[src/rtl/fifo_ctrl_if.sv]
// Handshake and status bundle between the FIFO controller and the
// producer/consumer side. The memory data buses are not part of it.
interface fifo_ctrl_if;
  logic       push;
  logic       pop;
  logic       clear;
  logic [3:0] write_addr;
  logic       write_enable;
  logic [3:0] read_addr;
  logic       read_enable;
  logic       read_valid;
  logic       full;
  logic       empty;
  logic       almost_full;
  logic       almost_empty;
  logic [3:0] count;
  logic       overflow;
  logic       underflow;

  // Producer/consumer side: issues requests, observes pointers and flags.
  modport master (
    output push, pop, clear,
    input  write_addr, write_enable, read_addr, read_enable, read_valid,
    input  full, empty, almost_full, almost_empty, count, overflow, underflow
  );

  // Controller side.
  modport slave (
    input  push, pop, clear,
    output write_addr, write_enable, read_addr, read_enable, read_valid,
    output full, empty, almost_full, almost_empty, count, overflow, underflow
  );
endinterface

[src/rtl/fifo_ctrl.sv]
// Pointer and flag controller for an 8-entry FIFO memory with a registered
// read port. Wrap-bit pointers give full/empty without a separate counter;
// all flags are decoded from the pointer registers so they never lag them.
module fifo_ctrl #(
  parameter int AFULL_LEVEL  = 6,
  parameter int AEMPTY_LEVEL = 2
) (
  input  logic        clk,
  input  logic        rst,
  fifo_ctrl_if.slave  bus
);

  localparam logic [3:0] AFULL_L  = 4'(AFULL_LEVEL);
  localparam logic [3:0] AEMPTY_L = 4'(AEMPTY_LEVEL);

  logic [3:0] wptr;
  logic [3:0] rptr;
  logic       read_valid_q;
  logic       overflow_q;
  logic       underflow_q;

  logic [3:0] occupancy;
  logic       is_full;
  logic       is_empty;
  logic       push_ok;
  logic       pop_ok;
  logic       push_drop;
  logic       pop_drop;

  // Occupancy, full/empty and request acceptance decoded from the pointers.
  // A flush masks both requests and suppresses the error flags.
  always_comb begin
    occupancy = wptr - rptr;
    is_empty  = (wptr == rptr);
    is_full   = (wptr[3] != rptr[3]) && (wptr[2:0] == rptr[2:0]);
    push_ok   = bus.push && !is_full  && !bus.clear;
    pop_ok    = bus.pop  && !is_empty && !bus.clear;
    push_drop = bus.push &&  is_full  && !bus.clear;
    pop_drop  = bus.pop  &&  is_empty && !bus.clear;
  end

  // Pointer advance, read-valid pipeline stage aligned with the memory's
  // registered read, and the sticky error flags.
  always_ff @(posedge clk or posedge rst) begin
    if (rst) begin
      wptr         <= '0;
      rptr         <= '0;
      read_valid_q <= 1'b0;
      overflow_q   <= 1'b0;
      underflow_q  <= 1'b0;
    end else if (bus.clear) begin
      wptr         <= '0;
      rptr         <= '0;
      read_valid_q <= 1'b0;
      overflow_q   <= 1'b0;
      underflow_q  <= 1'b0;
    end else begin
      if (push_ok) wptr <= wptr + 4'd1;
      if (pop_ok)  rptr <= rptr + 4'd1;
      read_valid_q <= pop_ok;
      if (push_drop) overflow_q  <= 1'b1;
      if (pop_drop)  underflow_q <= 1'b1;
    end
  end

  assign bus.write_addr   = wptr;
  assign bus.write_enable = push_ok;
  assign bus.read_addr    = rptr;
  assign bus.read_enable  = pop_ok;
  assign bus.read_valid   = read_valid_q;
  assign bus.full         = is_full;
  assign bus.empty        = is_empty;
  assign bus.almost_full  = (occupancy >= AFULL_L);
  assign bus.almost_empty = (occupancy <= AEMPTY_L);
  assign bus.count        = occupancy;
  assign bus.overflow     = overflow_q;
  assign bus.underflow    = underflow_q;

endmodule
[src/flat_wrapper.sv]
// flat-port wrapper written by rule: the top's interface ports become plain ports
module fifo_ctrl_flat 
#(
  parameter int AFULL_LEVEL  = 6,
  parameter int AEMPTY_LEVEL = 2
)
  (clk, rst, bus_push, bus_pop, bus_clear, bus_write_addr, bus_write_enable, bus_read_addr, bus_read_enable, bus_read_valid, bus_full, bus_empty, bus_almost_full, bus_almost_empty, bus_count, bus_overflow, bus_underflow);
  fifo_ctrl_if bus_i ();
  input  logic clk;
  input  logic rst;
  input wire logic [$bits(bus_i.push)-1:0] bus_push;
  input wire logic [$bits(bus_i.pop)-1:0] bus_pop;
  input wire logic [$bits(bus_i.clear)-1:0] bus_clear;
  output wire logic [$bits(bus_i.write_addr)-1:0] bus_write_addr;
  output wire logic [$bits(bus_i.write_enable)-1:0] bus_write_enable;
  output wire logic [$bits(bus_i.read_addr)-1:0] bus_read_addr;
  output wire logic [$bits(bus_i.read_enable)-1:0] bus_read_enable;
  output wire logic [$bits(bus_i.read_valid)-1:0] bus_read_valid;
  output wire logic [$bits(bus_i.full)-1:0] bus_full;
  output wire logic [$bits(bus_i.empty)-1:0] bus_empty;
  output wire logic [$bits(bus_i.almost_full)-1:0] bus_almost_full;
  output wire logic [$bits(bus_i.almost_empty)-1:0] bus_almost_empty;
  output wire logic [$bits(bus_i.count)-1:0] bus_count;
  output wire logic [$bits(bus_i.overflow)-1:0] bus_overflow;
  output wire logic [$bits(bus_i.underflow)-1:0] bus_underflow;
  assign bus_i.push = bus_push;
  assign bus_i.pop = bus_pop;
  assign bus_i.clear = bus_clear;
  assign bus_write_addr = bus_i.write_addr;
  assign bus_write_enable = bus_i.write_enable;
  assign bus_read_addr = bus_i.read_addr;
  assign bus_read_enable = bus_i.read_enable;
  assign bus_read_valid = bus_i.read_valid;
  assign bus_full = bus_i.full;
  assign bus_empty = bus_i.empty;
  assign bus_almost_full = bus_i.almost_full;
  assign bus_almost_empty = bus_i.almost_empty;
  assign bus_count = bus_i.count;
  assign bus_overflow = bus_i.overflow;
  assign bus_underflow = bus_i.underflow;
  fifo_ctrl #(.AFULL_LEVEL(AFULL_LEVEL), .AEMPTY_LEVEL(AEMPTY_LEVEL)) u_core (.clk(clk), .rst(rst), .bus(bus_i));
endmodule
[config.mk]
export PLATFORM = sky130hd
export DESIGN_NAME = fifo_ctrl_flat
export DESIGN_NICKNAME = d
export VERILOG_FILES = /design/src/rtl/fifo_ctrl_if.sv /design/src/rtl/fifo_ctrl.sv /design/src/flat_wrapper.sv
export SDC_FILE = /design/constraint.sdc
export NUM_CORES = 1
export LEC_CHECK = 0
export CORE_UTILIZATION = 25
export DETAILED_ROUTE_END_ITERATION = 12
export GPL_TIMING_DRIVEN = 0
export PLACE_DENSITY = 0.57
export SLEW_MARGIN = 25
export SYNTH_ARGS = -nofsm -noshare
export SYNTH_HDL_FRONTEND = slang
export SYNTH_SLANG_ARGS = --single-unit
[constraint.sdc]
create_clock -name clk -period 3.1 [get_ports clk]
set_input_delay 0.465 -clock clk [delete_from_list [all_inputs] [get_ports clk]]
set_output_delay 0.465 -clock clk [all_outputs]
set_load 0.01 [all_outputs]
### Word-level counts from Yosys, hierarchy flattened

Cells that the tools add are included.

* logic and storage cells: 38
* output and inout port bits: 21
* register bits: 11
* input port bits: 5

* muxes and demuxes: 9
* reduce and logical (&&, ||, !) cells: 16
* equality and inequality tests: 3
* add/subtract/negate cells: 3
* $lt $le $gt $ge: 2

Operators by type and width (number)
* 4-bit two-way mux: 4
* 1-bit logical AND: 9
* 4-bit by 1-bit adder with 4-bit output, second input constant: 2
* 2-bit nonzero test: 4
* 1-bit two-way mux: 5
* 4-bit equality test: 1
* 4-bit by 3-bit >= comparator with 1-bit output, second input constant: 1
* 4-bit by 2-bit less-or-equal comparator with 1-bit output, second input constant: 1
* 4-bit subtractor: 1
* 3-bit equality test: 1
* 1-bit zero test: 3
* 1-bit inequality test: 1

### Depth between registers and ports, before layout

Gate-level depths: netlist (run 1).

* word-level depth: 7
* depth in mapped cells: 6
* gate-level depth less buffers: 5

### Worst setup path after synthesis (run 1)

OpenSTA, ideal clock, no wires.

* path kind: register to output
* start point: register u_core.wptr[0], in the netlist u_core.bus.write_addr[0]
* end point: output bus_almost_full
* cell stages (with the launch flop): 6
* path buffers: 0
* data arrival time: 1.650 ns
* slack: 0.985 ns
* data required time: 2.635 ns
* path through: dfrtp_1 -> inv_1 -> ha_1 -> fa_1 -> xnor2_1 -> a22o_1

* cells in the longest elaborated chain, start to end: 2

Ends and longest elaborated chain
* start, declared: RTL line fifo_ctrl.sv:16 `logic [3:0] wptr;`
* start signal, assigned: RTL line fifo_ctrl.sv:58 `if (push_ok) wptr <= wptr + 4'd1;`
* 4-bit subtractor: RTL line fifo_ctrl.sv:33 `occupancy = wptr - rptr;`
* net bus_count[2]: RTL line flat_wrapper.sv:23 `output wire logic [$bits(bus_i.count)-1:0] bus_count;`
* 4-bit by 3-bit >= comparator with 1-bit output: RTL line fifo_ctrl.sv:73 `assign bus.almost_full = (occupancy >= AFULL_L);`
* end, declared: RTL line flat_wrapper.sv:21 `output wire logic [$bits(bus_i.almost_full)-1:0] bus_almost_full;`

The timed path passes the listed nets, and every way through them passes these cells.

### Worst setup path after layout (run 1)

* start point: register u_core.rptr[1], in the netlist u_core.bus.read_addr[1]
* end point: output bus_read_enable

* cells in the longest elaborated chain, start to end: 4

Ends and longest elaborated chain
* start, declared: RTL line fifo_ctrl.sv:17 `logic [3:0] rptr;`
* start signal, assigned: RTL line fifo_ctrl.sv:59 `if (pop_ok) rptr <= rptr + 4'd1;`
* 4-bit equality test: RTL line fifo_ctrl.sv:34 `is_empty = (wptr == rptr);`
* 1-bit zero test: RTL line fifo_ctrl.sv:37 `pop_ok = bus.pop && !is_empty && !bus.clear;`
* 1-bit logical AND (2 in a row): RTL line fifo_ctrl.sv:37
* end, declared: RTL line flat_wrapper.sv:17 `output wire logic [$bits(bus_i.read_enable)-1:0] bus_read_enable;`

Every way passes these cells.

==> results of run 1 <==
## final cells by class
cell class / count / area [µm²]
well taps: 31 / 38.8
plain buffers: 2 / 7.51
inverters: 8 / 30.0
multi-input cells: 57 / 439
repair buffers: 25 / 250
flip-flops and latches: 11 / 277
fillers: 304 / 1740
clock buffers: 4 / 26.3
## worst register-to-register path, cell delays in order (launching register included)
cell and delay, ps:
dfrtp_2 430, inv_1 80, ha_1 330, and3_1 190, clkbuf_1 200, a21boi_2 240, mux2_2 350
## placed cells by master, fill, tap and decap left out, types with 2 or more instances in the layout
master,instances
clkbuf_4,3
and2_1,3
xnor2_1,2
ha_1,5
o31ai_1,2
o2111ai_1,2
nor2_1,12
inv_1,8
nor2b_1,4
mux2_2,6
a21oi_1,4
dfrtp_1,10
a21boi_2,2
nand4_1,2
nand3_1,2
clkbuf_1,3
a31oi_1,2
clkdlybuf4s50_1,25
## cells by family (layout without fill, tap and decap cells)
logic type / count (synthesis) / count (layout)
AO/OA/AOI/OAI: 16 / 16
XOR/XNOR: 3 / 3
adder cells (fa/ha/maj): 6 / 6
buffers and inverters: 10 / 39
flip-flops: 11 / 11
multiplexers: 6 / 6
AND/OR/NAND/NOR: 26 / 26
## routing by layer
metal	global-route usage [%]	wire, µm
met2	21.1	814
met1	15.5	865
met5	0	0
met3	1.61	88
met4	5.36	36
## worst paths after layout
| check | slack, ps | from | to | cells after the start |
|---|---|---|---|---|
| setup / recovery | 190 | u_core.bus.read_addr[1] | bus_read_enable | 7 |
| hold / removal | 480 | rst | u_core.bus.read_addr[2] | 2 |
| setup reg to reg | 1170 | u_core.bus.read_addr[1] | u_core.bus.read_addr[0] | 6 |
| hold reg to reg | 500 | u_core.bus.overflow | u_core.bus.overflow | 2 |
| max in group asynchronous | 2300 | rst | u_core.bus.read_addr[1] | 2 |
| min in group clk | 500 | u_core.bus.overflow | u_core.bus.overflow | 2 |
## state kept, by name (all words and copies together), names as in the netlist
name	flops
u_core.bus.write_addr	4
u_core.bus.overflow	1
u_core.bus.read_valid	1
u_core.bus.read_addr	4
u_core.bus.underflow	1
## stage by stage
step	area, µm²	cells	total power, mW	utilization [%]	hold slack, ps
floorplan	748	78	0.295	-	317
global placement	1040	134	0.413	37.0	488
detailed placement	1040	134	0.416	37.0	490
CTS	1060	138	0.522	37.9	506
global route	1070	138	0.553	38.1	532
finish	1070	138	0.518	38.1	478
## power by group
group          internal [mW]  switching [mW]
Combinational          0.133           0.115
Sequential             0.154          0.0130
Clock                 0.0500          0.0538
## repair_timing
| item | 4_1_cts | 5_1_grt |
|---|---|---|
| hold buffers | 0 | 0 |
| gates resized for setup | 0 | 2 |
| endpoints found under the setup margin | 0 | 2 |
==> metrics, run 1 <==
largest stage delay on the critical path=around 530 ps; gpl congestion=0.790; clock slew at reported path FFs=70 ps; post-synthesis adder-cell area fraction=approximately 11%; Port Buffers=25; syn avg cell area=9.59 µm²; fin worst setup slack=193 ps; DRT Pass-1 Iters=8; Clock Sinks=11; failing checks=DRC; max-slew violation count=0; worst slack, placed=around 300 ps; flops & latches, synth=11; GRT Resource Usage Total=12.4%; clock latency on the worst-skew pair=280 ps; setup bufs post-CTS=0; CP top delay family=buffers and inverters; Synth Area in Simple Gates=17.2%; CTS tree=done; endpoint type of the worst setup path=primary output; Crit Path Class=reg2out; DR DRC count=1; synth-to-layout area growth=42.8%; Startpoint Class=flop; vias in the first global route=683; maximum vdd drop=0.000186 V; wire length per cell=13.1 µm; synthesized area=between 700 and 800 µm²; mux contribution to synthesized area=9.03%; total number of vias=683; final count of negative-setup-slack endpoints=0; worst path bufs/invs=3; Total Routed Length=1.80 mm; CP arrival=2440 ps; RSZ-0062 raised after global routing=no; Synth Area in XOR/XNOR=around 4.5%; H-tree levels=1; Antenna diodes=0; largest family of logic cells by synthesized area=simple AND/OR/NAND/NOR gates; clock buffer count from CTS=3; Ys Warns=0; Remaining Overflow, GRT=0; initial core utilization=26.7%; worst-path cell chain=inv_1 > ha_1 > and3_1 > clkbuf_1 > a21boi_2 > and2_1 > clkdlybuf4s50_1; EDFF count, synth=0; sequential area share after synthesis=36.8%; Nets=approximately 120; Detail Route Antenna Nets=0; Hold WC Path Type=in2async; required time at the worst-slack endpoint=2630 ps; Primary FF master, synth=dfrtp_1; asr flop ratio synth=100%; clock root buffer=clkbuf_4; share of layout cells above drive strength 1=13.1%; Rows=19; period utilisation layout=approximately 94%; critical path's slowest cell=clkdlybuf4s50_1; final number of hold-violating endpoints=0; count leader, synth=nor2_1; post-route setup TNS=0 ps; Least-Margin Pin Slew=506 ps; post-synthesis compound-gate area fraction=16.4%; chip width=56.7 µm; top post-synthesis cells by area=dfrtp_1 37%, mux2_2 9.0%, ha_1 8.4%, nor2_1 6.0%, inv_1 4.0%; Final min period=slightly below 3000 ps; via/cell ratio=~4.9; I/O pin count=26; achievable clock frequency=between 300 and 400 MHz; leading area contributor after synthesis=dfrtp_1; number of DRC markers in iteration 0=16; die height=56.7 µm; synth unique cells=26; relative slew slack=66.1%; Mapped Cells=78; Worst Skew=~0.79 ps; first-pass GRT wire length=3.11 mm; antenna violations before repair=0; commonest cells in the netlist=12 x nor2_1, 11 x dfrtp_1, 8 x inv_1; Leak=0.473 nW; Die Area=3220 µm²; PD cells=485 nW/µm²; status=finished, violations left; syn_nets=between 80 and 90; largest net degree at the start of global routing=12; placed wire-length estimate=1.36 mm; Yosys top cell area share=36.8%; Clock Tree Buf Depth=2; Crit Path Max Fanout=7; Core Footprint=between 2000 and 3000 µm²; max_cap viols=0
(Power assumes the default switching activity.)
==> run 2: changes to the inputs <==
--- a/config.mk
+++ b/config.mk
@@ -5,6 +5,7 @@
 export SDC_FILE = /design/constraint.sdc
 export NUM_CORES = 1
 export LEC_CHECK = 0
+export CORE_MARGIN = 5
 export CORE_UTILIZATION = 25
 export DETAILED_ROUTE_END_ITERATION = 12
 export GPL_TIMING_DRIVEN = 0
==> metrics, run 2 (synthesis results as in run 1) <==
status=completed; wire length per cell=14.3 µm; H-tree levels=1; Final min period=~3000 ps; Clock Tree Buf Depth=2; Antenna diodes=0; clock slew at reported path FFs=approximately 80 ps; Sw Share=35.6%; largest stage delay on the critical path=540 ps; NetSw=0.186 mW; Nets=119; clock root buffer=clkbuf_4; chip width=approximately 65 µm; Port Buffers=25; DR DRC count=0; Comb power frac=47.7%; final number of hold-violating endpoints=0; via/cell ratio=4.95; number of DRC markers in iteration 0=7; Clock power frac=20.1%; Rows=19; most frequent cells in the layout=25 x clkdlybuf4s50_1, 12 x nor2_1, 11 x dfrtp_1; achievable clock frequency=334 MHz; share of layout cells above drive strength 1=12.1%; WP depth=7; Worst Skew=4.03 ps; Remaining Overflow, GRT=0; DRT Pass-1 Iters=4; Total Routed Length=1.97 mm; worst-path cell chain=inv_1 > ha_1 > and3_1 > clkbuf_1 > a21boi_2 > and2_1 > clkdlybuf4s50_1; first-pass GRT wire length=between 3 and 4 mm; required time at the worst-slack endpoint=roughly 2600 ps; endpoint type of the worst setup path=primary output; Leak=0.475 nW; max_cap viols=0; Crit Path Max Fanout=7; period utilisation layout=a little over nine tenths; Hold WC Path Type=in2async; CP arrival=2530 ps; PD cells=slightly below 500 nW/µm²; Int Pwr=0.336 mW; Crit Path Class=reg2out; worst path bufs/invs=3; Core Footprint=2810 µm²; GRT Resource Usage Total=10.3%; R2R depth=6; Least-Margin Pin Slew=between 400 and 500 ps; relative slew slack=66.5%; max-slew violation count=0; fin worst setup slack=110 ps; post-route setup TNS=0 ps; commonest non-fill, non-tap cell in the layout=clkdlybuf4s50_1; gpl congestion=0.770; antenna violations before repair=0; critical path's slowest cell=clkdlybuf4s50_1; register-to-register setup slack=1090 ps; setup bufs post-CTS=0; maximum vdd drop=approximately 0.0002 V; Clock Sinks=11; die height=roughly 65 µm; synth-to-layout area growth=42.6%; clock latency on the worst-skew pair=approximately 280 ps; largest net degree at the start of global routing=12; placed wire-length estimate=1.45 mm; final count of negative-setup-slack endpoints=0; I/O pin count=26; initial core utilization=26.7%; clock buffer count from CTS=3; worst slack, placed=296 ps; Detail Route Antenna Nets=0; total number of vias=683; Reg power frac=32.2%; vias in the first global route=720; CTS tree=done; CP top delay family=buffers and inverters; Die Area=4190 µm²; Startpoint Class=flop; RSZ-0062 raised after global routing=no
==> run 2: cell counts in the layout (fill, tap and decap cells not counted) <==
No cell type changed its count.
==> run 2: power by group through the flow <==
stage               Sequential, mW  Combinational (mW)  Clock [mW]
floorplan                    0.172               0.123           0
global placement             0.170               0.246           0
detailed placement           0.170               0.248           0
CTS                          0.168               0.250       0.106
global route                 0.170               0.273       0.111
finish                       0.168               0.249       0.105
==> run 2: layout make-up <==
type,count,area [µm²]
flip-flops and latches,11,275
repair buffers,25,250
clock buffers,4,26.3
multi-input cells,57,439
inverters,8,30.0
plain buffers,2,7.51
fillers,297,1740
well taps,31,38.8
==> run 2: final timing paths <==
| kind | endpoint | startpoint |
|---|---|---|
| min in group clk | u_core.bus.overflow | u_core.bus.overflow |
| setup reg to reg | u_core.bus.read_addr[0] | u_core.bus.read_addr[1] |
| hold reg to reg | u_core.bus.overflow | u_core.bus.overflow |
| max in group asynchronous | u_core.bus.read_valid | rst |
| setup / recovery | bus_read_enable | u_core.bus.read_addr[1] |
| hold / removal | u_core.bus.read_addr[3] | rst |
==> run 2: worst reg2reg max path: stages, from the launching register on <==
cell and delay [ps]:
dfrtp_1 470, inv_1 100, ha_1 340, and3_1 190, clkbuf_1 200, a21boi_2 240, mux2_2 350
==> run 2: stage by stage <==
step                      hold slack (ps)  area, µm²  power [mW]  instances  util, %
after floorplan                       317        748       0.295         78        -
after global placement                488       1040       0.416        134     37.0
after detailed placement              492       1040       0.419        134     37.0
after CTS                             498       1060       0.524        138     37.9
after global routing                  524       1070       0.555        138     38.0
final                                 481       1070       0.522        138     38.0
==> run 2: layer usage <==
layer  GRT usage [%]  wire, µm
met1            14.0       964
met2            14.8       832
met3            2.76       129
met4            5.54        45
met5               0         0
==> run 2: repair_timing <==
| item | CTS | global route |
|---|---|---|
| hold buffers | 0 | 0 |
| endpoints found under the setup margin | 0 | 1 |
| gates resized for setup | 0 | 1 |
==> run 3: changes to the inputs <==
--- a/config.mk
+++ b/config.mk
@@ -14,3 +14,4 @@
 export SYNTH_ARGS = -nofsm -noshare
 export SYNTH_HDL_FRONTEND = slang
 export SYNTH_SLANG_ARGS = --single-unit
+export TNS_END_PERCENT = 20
==> results of run 3 <==
Same layout as run 2: the final DEF is identical, and so are final timing and power.
